`config.mk`:
```
export PLATFORM = sky130hd
export DESIGN_NAME = lsu_ctrl
export DESIGN_NICKNAME = d
export VERILOG_FILES = /design/src/rtl/lsu_pkg.sv /design/src/rtl/lsu_align.sv /design/src/rtl/lsu_ctrl.sv
export SDC_FILE = /design/constraint.sdc
export NUM_CORES = 1
export LEC_CHECK = 0
export CAP_MARGIN = 20
export CORE_MARGIN = 3
export CORE_UTILIZATION = 30
export CTS_BUF_LIST = sky130_fd_sc_hd__clkbuf_16
export DETAILED_ROUTE_END_ITERATION = 8
export GPL_ROUTABILITY_DRIVEN = 0
export PLACE_DENSITY = 0.51
export SLEW_MARGIN = 20
export SYNTH_ARGS = -nofsm -noshare
export SYNTH_HDL_FRONTEND = slang
export SYNTH_HIERARCHICAL = 1
export SYNTH_SLANG_ARGS = --single-unit
```
`constraint.sdc`:
```
create_clock -name clk -period 8.5 [get_ports clk]
set_clock_uncertainty 0.05 [all_clocks]
set_input_delay 0.85 -clock clk [delete_from_list [all_inputs] [get_ports clk]]
set_output_delay 0.85 -clock clk [all_outputs]
set_load 0.01 [all_outputs]
```
`src/rtl/lsu_pkg.sv`:
```
// Shared definitions for the load/store sequencer: FSM states, access sizes
// and the func3 codes for every load and store flavour.
package lsu_pkg;

  typedef enum logic [2:0] {
    ST_IDLE,
    ST_REQ0,
    ST_WAIT0,
    ST_REQ1,
    ST_WAIT1,
    ST_DONE
  } state_t;

  typedef enum logic [1:0] {
    SZ_BYTE,
    SZ_HALF,
    SZ_WORD
  } size_t;

  localparam logic [2:0] F3_LB  = 3'b000;
  localparam logic [2:0] F3_LH  = 3'b001;
  localparam logic [2:0] F3_LW  = 3'b010;
  localparam logic [2:0] F3_LBU = 3'b100;
  localparam logic [2:0] F3_LHU = 3'b101;
  localparam logic [2:0] F3_SB  = 3'b000;
  localparam logic [2:0] F3_SH  = 3'b001;
  localparam logic [2:0] F3_SW  = 3'b010;

  // Codes not listed fall through to a full word.
  function automatic size_t size_of(input logic [2:0] fun3);
    case (fun3)
      F3_LB, F3_LBU: return SZ_BYTE;
      F3_LH, F3_LHU: return SZ_HALF;
      default:       return SZ_WORD;
    endcase
  endfunction

  function automatic logic [3:0] size_mask(input size_t sz);
    case (sz)
      SZ_BYTE: return 4'b0001;
      SZ_HALF: return 4'b0011;
      default: return 4'b1111;
    endcase
  endfunction

endpackage

```
`src/rtl/lsu_align.sv`:
```
// Combinational lane handling: byte mask, beat split decision, store data
// placement and load data extraction/extension.
module lsu_align
  import lsu_pkg::*;
(
  input  logic [2:0]  fun3,
  input  logic [1:0]  offset,
  input  logic [31:0] wdata,
  input  logic [31:0] slot0,
  input  logic [31:0] slot1,
  output logic [7:0]  mask8,
  output logic        two_beats,
  output logic [63:0] store64,
  output logic [31:0] load_data
);

  logic [4:0]  sh;
  logic [31:0] raw;

  assign sh        = {offset, 3'b000};
  assign mask8     = {4'b0000, size_mask(size_of(fun3))} << offset;
  assign two_beats = |mask8[7:4];
  assign store64   = {32'h0000_0000, wdata} << sh;

  // The two beats form one 64-bit window; the access starts at byte offset.
  assign raw = 32'({slot1, slot0} >> sh);

  always_comb begin
    load_data = raw;
    case (fun3)
      F3_LB:   load_data = {{24{raw[7]}}, raw[7:0]};
      F3_LH:   load_data = {{16{raw[15]}}, raw[15:0]};
      F3_LBU:  load_data = {24'h000000, raw[7:0]};
      F3_LHU:  load_data = {16'h0000, raw[15:0]};
      default: load_data = raw;
    endcase
  end

endmodule

```
`src/rtl/lsu_ctrl.sv`:
```
// Load/store sequencer between the MEM stage and a variable-latency data
// memory port; splits word-crossing accesses into two aligned beats.
//
// state | meaning
// IDLE  | waiting for a request; captures it and issues beat 0
// REQ0  | beat 0 request held until accepted
// WAIT0 | load beat 0 waiting for read data
// REQ1  | beat 1 request held until accepted
// WAIT1 | load beat 1 waiting for read data
// DONE  | completion pulse, stall released
module lsu_ctrl
  import lsu_pkg::*;
#(
  parameter int ADDR_W = 32
) (
  input  logic              clk,
  input  logic              rst,
  input  logic              memread_MEM,
  input  logic              memwrite_MEM,
  input  logic [2:0]        fun3_MEM,
  input  logic [ADDR_W-1:0] addr_MEM,
  input  logic [31:0]       writedata_MEM,
  output logic              stall_o,
  output logic              done_o,
  output logic [31:0]       readdata_o,
  output logic              dm_req_o,
  input  logic              dm_ready_i,
  output logic [ADDR_W-1:0] dm_addr_o,
  output logic [3:0]        dm_we_o,
  output logic [31:0]       dm_wdata_o,
  input  logic              dm_rvalid_i,
  input  logic [31:0]       dm_rdata_i
);

  state_t state;

  logic              is_load;
  logic [2:0]        fun3_q;
  logic [ADDR_W-1:0] addr_q;
  logic [31:0]       wdata_q;
  logic [31:0]       slot0;
  logic [31:0]       slot1;

  logic [2:0]        sel_fun3;
  logic [ADDR_W-1:0] sel_addr;
  logic [31:0]       sel_wdata;
  logic [31:0]       ld_slot0;
  logic [31:0]       ld_slot1;
  logic [ADDR_W-1:0] beat0_addr;
  logic [ADDR_W-1:0] beat1_addr;
  logic [7:0]        mask8;
  logic              two_beats;
  logic [63:0]       store64;
  logic [31:0]       load_data;

  // In IDLE the first beat is built straight from the live MEM-stage inputs.
  assign sel_fun3  = (state == ST_IDLE) ? fun3_MEM      : fun3_q;
  assign sel_addr  = (state == ST_IDLE) ? addr_MEM      : addr_q;
  assign sel_wdata = (state == ST_IDLE) ? writedata_MEM : wdata_q;

  // Returning data is folded in before it is latched so DONE sees the result.
  assign ld_slot0 = (state == ST_WAIT0) ? dm_rdata_i : slot0;
  assign ld_slot1 = (state == ST_WAIT1) ? dm_rdata_i : slot1;

  assign beat0_addr = {sel_addr[ADDR_W-1:2], 2'b00};
  assign beat1_addr = beat0_addr + ADDR_W'(4);

  assign stall_o = (memread_MEM | memwrite_MEM) & (state != ST_DONE);

  lsu_align u_align (
    .fun3      (sel_fun3),
    .offset    (sel_addr[1:0]),
    .wdata     (sel_wdata),
    .slot0     (ld_slot0),
    .slot1     (ld_slot1),
    .mask8     (mask8),
    .two_beats (two_beats),
    .store64   (store64),
    .load_data (load_data)
  );

  always_ff @(posedge clk) begin
    if (rst) begin
      state      <= ST_IDLE;
      is_load    <= 1'b0;
      fun3_q     <= 3'b000;
      addr_q     <= '0;
      wdata_q    <= 32'h0;
      slot0      <= 32'h0;
      slot1      <= 32'h0;
      dm_req_o   <= 1'b0;
      dm_addr_o  <= '0;
      dm_we_o    <= 4'b0000;
      dm_wdata_o <= 32'h0;
      done_o     <= 1'b0;
      readdata_o <= 32'h0;
    end else begin
      done_o <= 1'b0;
      case (state)
        ST_IDLE: begin
          if (memread_MEM | memwrite_MEM) begin
            is_load    <= memread_MEM;
            fun3_q     <= fun3_MEM;
            addr_q     <= addr_MEM;
            wdata_q    <= writedata_MEM;
            dm_req_o   <= 1'b1;
            dm_addr_o  <= beat0_addr;
            dm_we_o    <= memread_MEM ? 4'b0000 : mask8[3:0];
            dm_wdata_o <= memread_MEM ? 32'h0 : store64[31:0];
            state      <= ST_REQ0;
          end
        end
        ST_REQ0: begin
          if (dm_ready_i) begin
            if (is_load) begin
              dm_req_o <= 1'b0;
              state    <= ST_WAIT0;
            end else if (two_beats) begin
              dm_addr_o  <= beat1_addr;
              dm_we_o    <= mask8[7:4];
              dm_wdata_o <= store64[63:32];
              state      <= ST_REQ1;
            end else begin
              dm_req_o <= 1'b0;
              done_o   <= 1'b1;
              state    <= ST_DONE;
            end
          end
        end
        ST_WAIT0: begin
          if (dm_rvalid_i) begin
            slot0 <= dm_rdata_i;
            if (two_beats) begin
              dm_req_o   <= 1'b1;
              dm_addr_o  <= beat1_addr;
              dm_we_o    <= 4'b0000;
              dm_wdata_o <= 32'h0;
              state      <= ST_REQ1;
            end else begin
              readdata_o <= load_data;
              done_o     <= 1'b1;
              state      <= ST_DONE;
            end
          end
        end
        ST_REQ1: begin
          if (dm_ready_i) begin
            dm_req_o <= 1'b0;
            if (is_load) begin
              state <= ST_WAIT1;
            end else begin
              done_o <= 1'b1;
              state  <= ST_DONE;
            end
          end
        end
        ST_WAIT1: begin
          if (dm_rvalid_i) begin
            slot1      <= dm_rdata_i;
            readdata_o <= load_data;
            done_o     <= 1'b1;
            state      <= ST_DONE;
          end
        end
        ST_DONE: state <= ST_IDLE;
        default: state <= ST_IDLE;
      endcase
    end
  end

endmodule

```
# [Word level (Yosys, flattened, before mapping)]
# Cells that the tools add are included.
[totals] input_bits=105 out_inout_bits=103 register_bits=237 elab_cells=114
[classes] shift=3 bitwise=2 muxes=59 n_eq_ne=19 n_addsub=1 reduce_logical=17
[ops] cell="$mux W32" count=19
[ops] cell="$pmux W32 S3" count=2
[ops] cell="$pmux W32 S4" count=1
[ops] cell="$pmux W32 S2" count=1
[ops] cell="$shl A32 B5 Y64" count=1
[ops] cell="$shr A64 B5 Y32" count=1
[ops] cell="$add A32 B3 Y32 const B" count=1
[ops] cell="$mux W4" count=7
[ops] cell="$mux W3" count=8
[ops] cell="$ne A2 B2 Y1 const B" count=8
[ops] cell="$mux W1" count=15
[ops] cell="$pmux W3 S5" count=1
[ops] cell="$reduce_and A7 Y1" count=2
[ops] cell="$pmux W4 S3" count=1
[ops] cell="$reduce_and A5 Y1" count=2
[ops] cell="$eq A3 B3 Y1 const B" count=3
[ops] cell="$pmux W1 S4" count=2
[ops] cell="$pmux W4 S2" count=1
[ops] cell="$shl A4 B2 Y8" count=1
[ops] cell="$eq A3 B1 Y1 const B" count=2
[ops] cell="$eq A3 B2 Y1 const B" count=2
[ops] cell="$logic_not A3 Y1" count=2
[ops] cell="$ne A3 B3 Y1 const B" count=2
[ops] cell="$reduce_and A2 Y1" count=3
[ops] cell="other kinds (12)" count=13

# [Longest topological paths before layout]
[depth] depth_word=13 mapped_depth=22 ltp_nobuf=11

# [By module]
# Netlist, hierarchy kept.
[modules_own_cells] mod="lsu_ctrl" cells_per_inst=1436 n_inst=1 area_per_inst_um2=10921.7 seq_area_each_um2=4704.5
[modules_own_cells] mod="lsu_align" cells_per_inst=243 n_inst=1 area_per_inst_um2=2069.5 seq_area_each_um2=0.0

# [Worst setup path before layout]
# OpenSTA, ideal clock, no wires.
[synth_timing] path_type="reg2reg" start="register state[0]" end="register dm_addr_o[28]" t_arrival_ns=4.465 slack_ns=3.923 path_stages_with_launch=19 period_less_slack_ns=4.577 path_cell_list="dfxtp_1 buf_6 nor3_4 buf_2 buf_2 buf_2 buf_1 nand2_1 nand2_1 buf_4 buf_2 clkbuf_1 a21o_1 clkbuf_1 nor3b_1 o221ai_1 or4b_2 or3_1 nand3_1"
[synth_rtl] element="start, declared" line_no="lsu_ctrl.sv:35" text="state_t state;"
[synth_rtl] element="start signal, assigned" line_no="lsu_ctrl.sv:84" text="state <= ST_IDLE;"
[synth_rtl] element="start signal, assigned" line_no="lsu_ctrl.sv:110" text="state <= ST_REQ0;"
[synth_rtl] element="start signal, assigned" line_no="lsu_ctrl.sv:117" text="state <= ST_WAIT0;"
[synth_rtl] element="$logic_not A3 Y1 *" line_no="lsu_ctrl.sv:58" text="assign sel_addr = (state == ST_IDLE) ? addr_MEM : addr_q;"
[synth_rtl] element="$mux W32 *" line_no="lsu_ctrl.sv:58"
[synth_rtl] element="via sel_addr[0]" line_no="lsu_ctrl.sv:45" text="logic [ADDR_W-1:0] sel_addr;"
[synth_rtl] element="$shl A4 B2 Y8 *" line_no="lsu_align.sv:21" text="assign mask8 = {4'b0000, size_mask(size_of(fun3))} << offset;"
[synth_rtl] element="$reduce_or A4 Y1 *" line_no="lsu_align.sv:22" text="assign two_beats = |mask8[7:4];"
[synth_rtl] element="via two_beats" line_no="lsu_ctrl.sv:52" text="logic two_beats;"
[synth_rtl] element="$mux W32 *" line_no="lsu_ctrl.sv:118, lsu_ctrl.sv:133"
[synth_rtl] element="$mux W32" line_no="lsu_ctrl.sv:115" text="if (is_load) begin"
[synth_rtl] element="$mux W32" line_no="lsu_ctrl.sv:114" text="if (dm_ready_i) begin"
[synth_rtl] element="$pmux W32 S3 *" line_no="lsu_ctrl.sv:99" text="case (state)"
[synth_rtl] element="end signal, assigned" line_no="lsu_ctrl.sv:107" text="dm_addr_o <= beat0_addr;"
[synth_rtl] element="end signal, assigned" line_no="lsu_ctrl.sv:119" text="dm_addr_o <= beat1_addr;"
[synth_rtl] element="end signal, assigned" line_no="lsu_ctrl.sv:135" text="dm_addr_o <= beat1_addr;"
[synth_rtl] element="end, declared" line_no="lsu_ctrl.sv:28" text="output logic [ADDR_W-1:0] dm_addr_o,"
# The timed path passes the listed nets; every way through them passes the cells marked *. The select of a mux whose other input is x is not followed.
# A chain may end at the register's enable or synchronous reset.

# [Final worst setup path]
[layout_timing] start="register state[2]" end="register dm_addr_o[28]"
[layout_between] elab_chain_len=13
[layout_lines] element="$logic_not A3 Y1 *" line_no="lsu_ctrl.sv:57" text="assign sel_fun3 = (state == ST_IDLE) ? fun3_MEM : fun3_q;"
[layout_lines] element="$mux W3 *" line_no="lsu_ctrl.sv:57"
[layout_lines] element="via sel_fun3[1]" line_no="lsu_ctrl.sv:44" text="logic [2:0] sel_fun3;"
[layout_lines] element="$eq A3 B1 Y1, or another cell as far along" line_no="lsu_pkg.sv:31" text="case (fun3)"
[layout_lines] element="$reduce_or A2 Y1" line_no="lsu_pkg.sv:31"
[layout_lines] element="$pmux W2 S2 *" line_no="lsu_pkg.sv:31"
[layout_lines] element="$eq A2 B1 Y1 / $logic_not A2 Y1 (equally long branches)" line_no="lsu_pkg.sv:39" text="case (sz)"
[layout_lines] element="$pmux W4 S2 *" line_no="lsu_pkg.sv:39"
[layout_lines] element="$shl A4 B2 Y8 *" line_no="lsu_align.sv:21"
[layout_lines] element="via mask8[5]" line_no="lsu_ctrl.sv:51" text="logic [7:0] mask8;"
[layout_lines] element="$reduce_or A4 Y1 *" line_no="lsu_align.sv:22"
[layout_lines] element="via two_beats" line_no="lsu_ctrl.sv:52"
[layout_lines] element="$mux W32 *" line_no="lsu_ctrl.sv:118, lsu_ctrl.sv:133"
[layout_lines] element="$mux W32" line_no="lsu_ctrl.sv:115"
[layout_lines] element="$mux W32" line_no="lsu_ctrl.sv:114"
[layout_lines] element="$pmux W32 S3 *" line_no="lsu_ctrl.sv:99"
# Marked as above.

==> summary.txt <==
Run status
  – Status: complete, no violations

Setup path
  – Startpoint Class: register
  – Reg2reg start: state[2]
  – CP Launch Point: state[2]
  – Crit path capture type: register
  – Critical Path RT: 8.94 ns
  – Worst EP arrival: 5.81 ns
  – Crit Path Max Fanout: 62
  – Crit Path Class: register to register

Finish
  – P&R area growth vs syn: 24.48%
  – Fillers: 4224
  – Fin area: 0.01574 mm^2
  – Register Area: 0.004544 mm^2
  – Footprint of the multi-input gates: 0.007465 mm^2
  – Final core occ: 0.3819
  – Nets@finish: 1856
  – Fraction of layout cells with a size suffix above 1: 0.1038

Detailed routing
  – Residual DRC: 0
  – Total vias in the final route: 12030
  – Pre-Repair DR Iteration Count: 5
  – WL final: 43910 um
  – Drt via density: 5.237
  – Initial DRC count: 968
  – Antenna Nets Post-Route: 0
  – Post-DR wirelength/cell: 19.12 um

Clocking
  – Worst-Skew Late Latency: 0.55 ns
  – # Post-CTS Setup Buffers: 0
  – Hold buffers post-CTS: 0
  – Root buffer cell: clkbuf_16
  – H-tree Lvls: 1
  – CTS Buf Count: 29
  – Worst-path clk slew: 0.06 ns
  – Resized cells post-CTS: 0
  – Max Buffers Root-to-Sink: 3
  – Number of clock sinks: 227
  – TritonCTS clock tree: built

Die
  – Die Y: 211.3 um
  – Die Area: 0.04464 mm^2
  – Initial Util: 0.3068
  – Std cell rows: 74
  – # IOs: 208
  – Chip Width: 211.3 um
  – Core area: 0.04120 mm^2

STA
  – Final setup vio count: 0
  – Peak Freq: 186.1 MHz
  – RSZ-0062 raised after global routing: false
  – Final hold viol count: 0
  – Slew @ Worst Pin: 1.038 ns
  – Max Slew Vio Count: 0
  – Worst slew margin: 0.3077
  – Final min period: 5.375 ns
  – Setup TNS: 0 ns
  – Final WS setup: 3.125 ns
  – Final period util: 0.6323

GRT
  – Pin count of the biggest net entering global routing: 92
  – First-pass GRT wire length: 67170 um
  – Antenna violations before repair: 0
  – GRT Util Overall: 0.1888
  – Vias in the first global route: 11120
  – GR Overflow Total: 0

Power
  – Clock power frac: 0.196
  – Internal power: 3158 uW
  – Comb pwr share: 0.542
  – P per Cell Area: 364.7 mW/mm^2
  – Switch share: 0.4498
  – Static Leak: 0.005759 uW
  – Maximum vdd ir drop: 0.2362 mV
  – Register share of total power: 0.262
  – Psw: 2582 uW

Place
  – Placed cell area: 0.01488 mm^2
  – IO buf count: 205
  – Place WS: 3.155 ns
  – Post-DP HPWL: 29730 um

Hold path
  – Worst hold path startpoint: readdata_o[27]
  – Hold WC Path Type: register to register

Yosys
  – Mapped Avg Cell Area: 7.713 um^2
  – Yosys warns: 6
  – Post-Syn Instances: 1639
  – Post-synthesis instance area: 0.01264 mm^2

Run
  – MaxCap Viol Count: 0
[placed cells by master (no fill, tap or decap), types with 6 or more instances in the layout]
| master | count |
|---|---|
| nand2_1 | 513 |
| dfxtp_1 | 227 |
| clkdlybuf4s50_1 | 204 |
| a21oi_1 | 187 |
| nor2_1 | 72 |
| mux2_2 | 69 |
| nor3_1 | 57 |
| o21ai_0 | 50 |
| mux2i_1 | 47 |
| a221oi_1 | 37 |
| mux4_2 | 34 |
| clkbuf_16 | 29 |
| nand3_1 | 23 |
| and3_1 | 21 |
| buf_4 | 17 |
| nand4_1 | 11 |
| nor2b_1 | 11 |
| and2_1 | 11 |
| conb_1 | 11 |
| inv_1 | 10 |
| xnor2_1 | 9 |
| xor2_1 | 8 |
| a22o_1 | 8 |
| clkinv_1 | 7 |
| a31oi_1 | 6 |
[state kept, by name, indices dropped and copies added, names as in the netlist]
signal and flops:
dm_we_o 4, wdata_q 32, state 3, addr_q 32, slot1 24, slot0 32
done_o 1, is_load 1, dm_wdata_o 32, fun3_q 3, readdata_o 32, dm_addr_o 30
dm_req_o 1
[critical path, cell delays in order (launching register included)]
cell and delay (ns):
dfxtp_1 0.80, or3_4 0.80, nand2_1 0.11, nand2_1 0.71, and2_1 0.29, a21o_1 0.29, nor3b_1 0.55, o221ai_4 0.51
or4b_2 0.76, or3_1 0.33, nand3_1 0.09
[cell type report]
cell class	instances	share of cell area
Inverter	6	0.001431
Sequential cell	227	0.2888
Antenna cell	1	0.0001590
Clock buffer	29	0.04612
Multi-Input combinational cell	1263	0.4744
Tap cell	532	0.04230
Timing Repair Buffer	223	0.1396
Clock inverter	15	0.007236
[per-layer routing]
layer | wire (um) | part of all wire | vias to the layer above | global-route usage
met4 | 921 | 0.021 | 0 | 0.03903
li1 | - | - | 5881 | -
met1 | 20270 | 0.46 | 5766 | 0.2674
met2 | 20240 | 0.46 | 328 | 0.3067
met5 | 0 | 0 | - | 0
met3 | 2479 | 0.056 | 50 | 0.02911
[final timing paths]
check                         to  cells past startpoint  slack, ns
setup / recovery   dm_addr_o[28]                     10       3.13
hold / removal    readdata_o[27]                      2       0.40
setup reg to reg   dm_addr_o[28]                     10       3.13
hold reg to reg   readdata_o[27]                      2       0.40
[power groups by stage]
stage	Clock (uW)	Sequential [uW]	Combinational (uW)
after floorplan	0	1500	2220
after global placement	0	1520	3080
after detailed placement	0	1520	3110
after CTS	1160	1500	3120
after global routing	1200	1530	3420
final	1130	1500	3110
[stage by stage]
step,hold slack [ns],cells,power [uW]
2_1_floorplan,0.3838,1648,3716
3_3_place_gp,0.3891,2250,4598
3_5_place_dp,0.3939,2250,4638
4_1_cts,0.4014,2294,5791
5_1_grt,0.4145,2295,6152
6_report,0.4008,2296,5739
(Power assumes the default switching activity.)
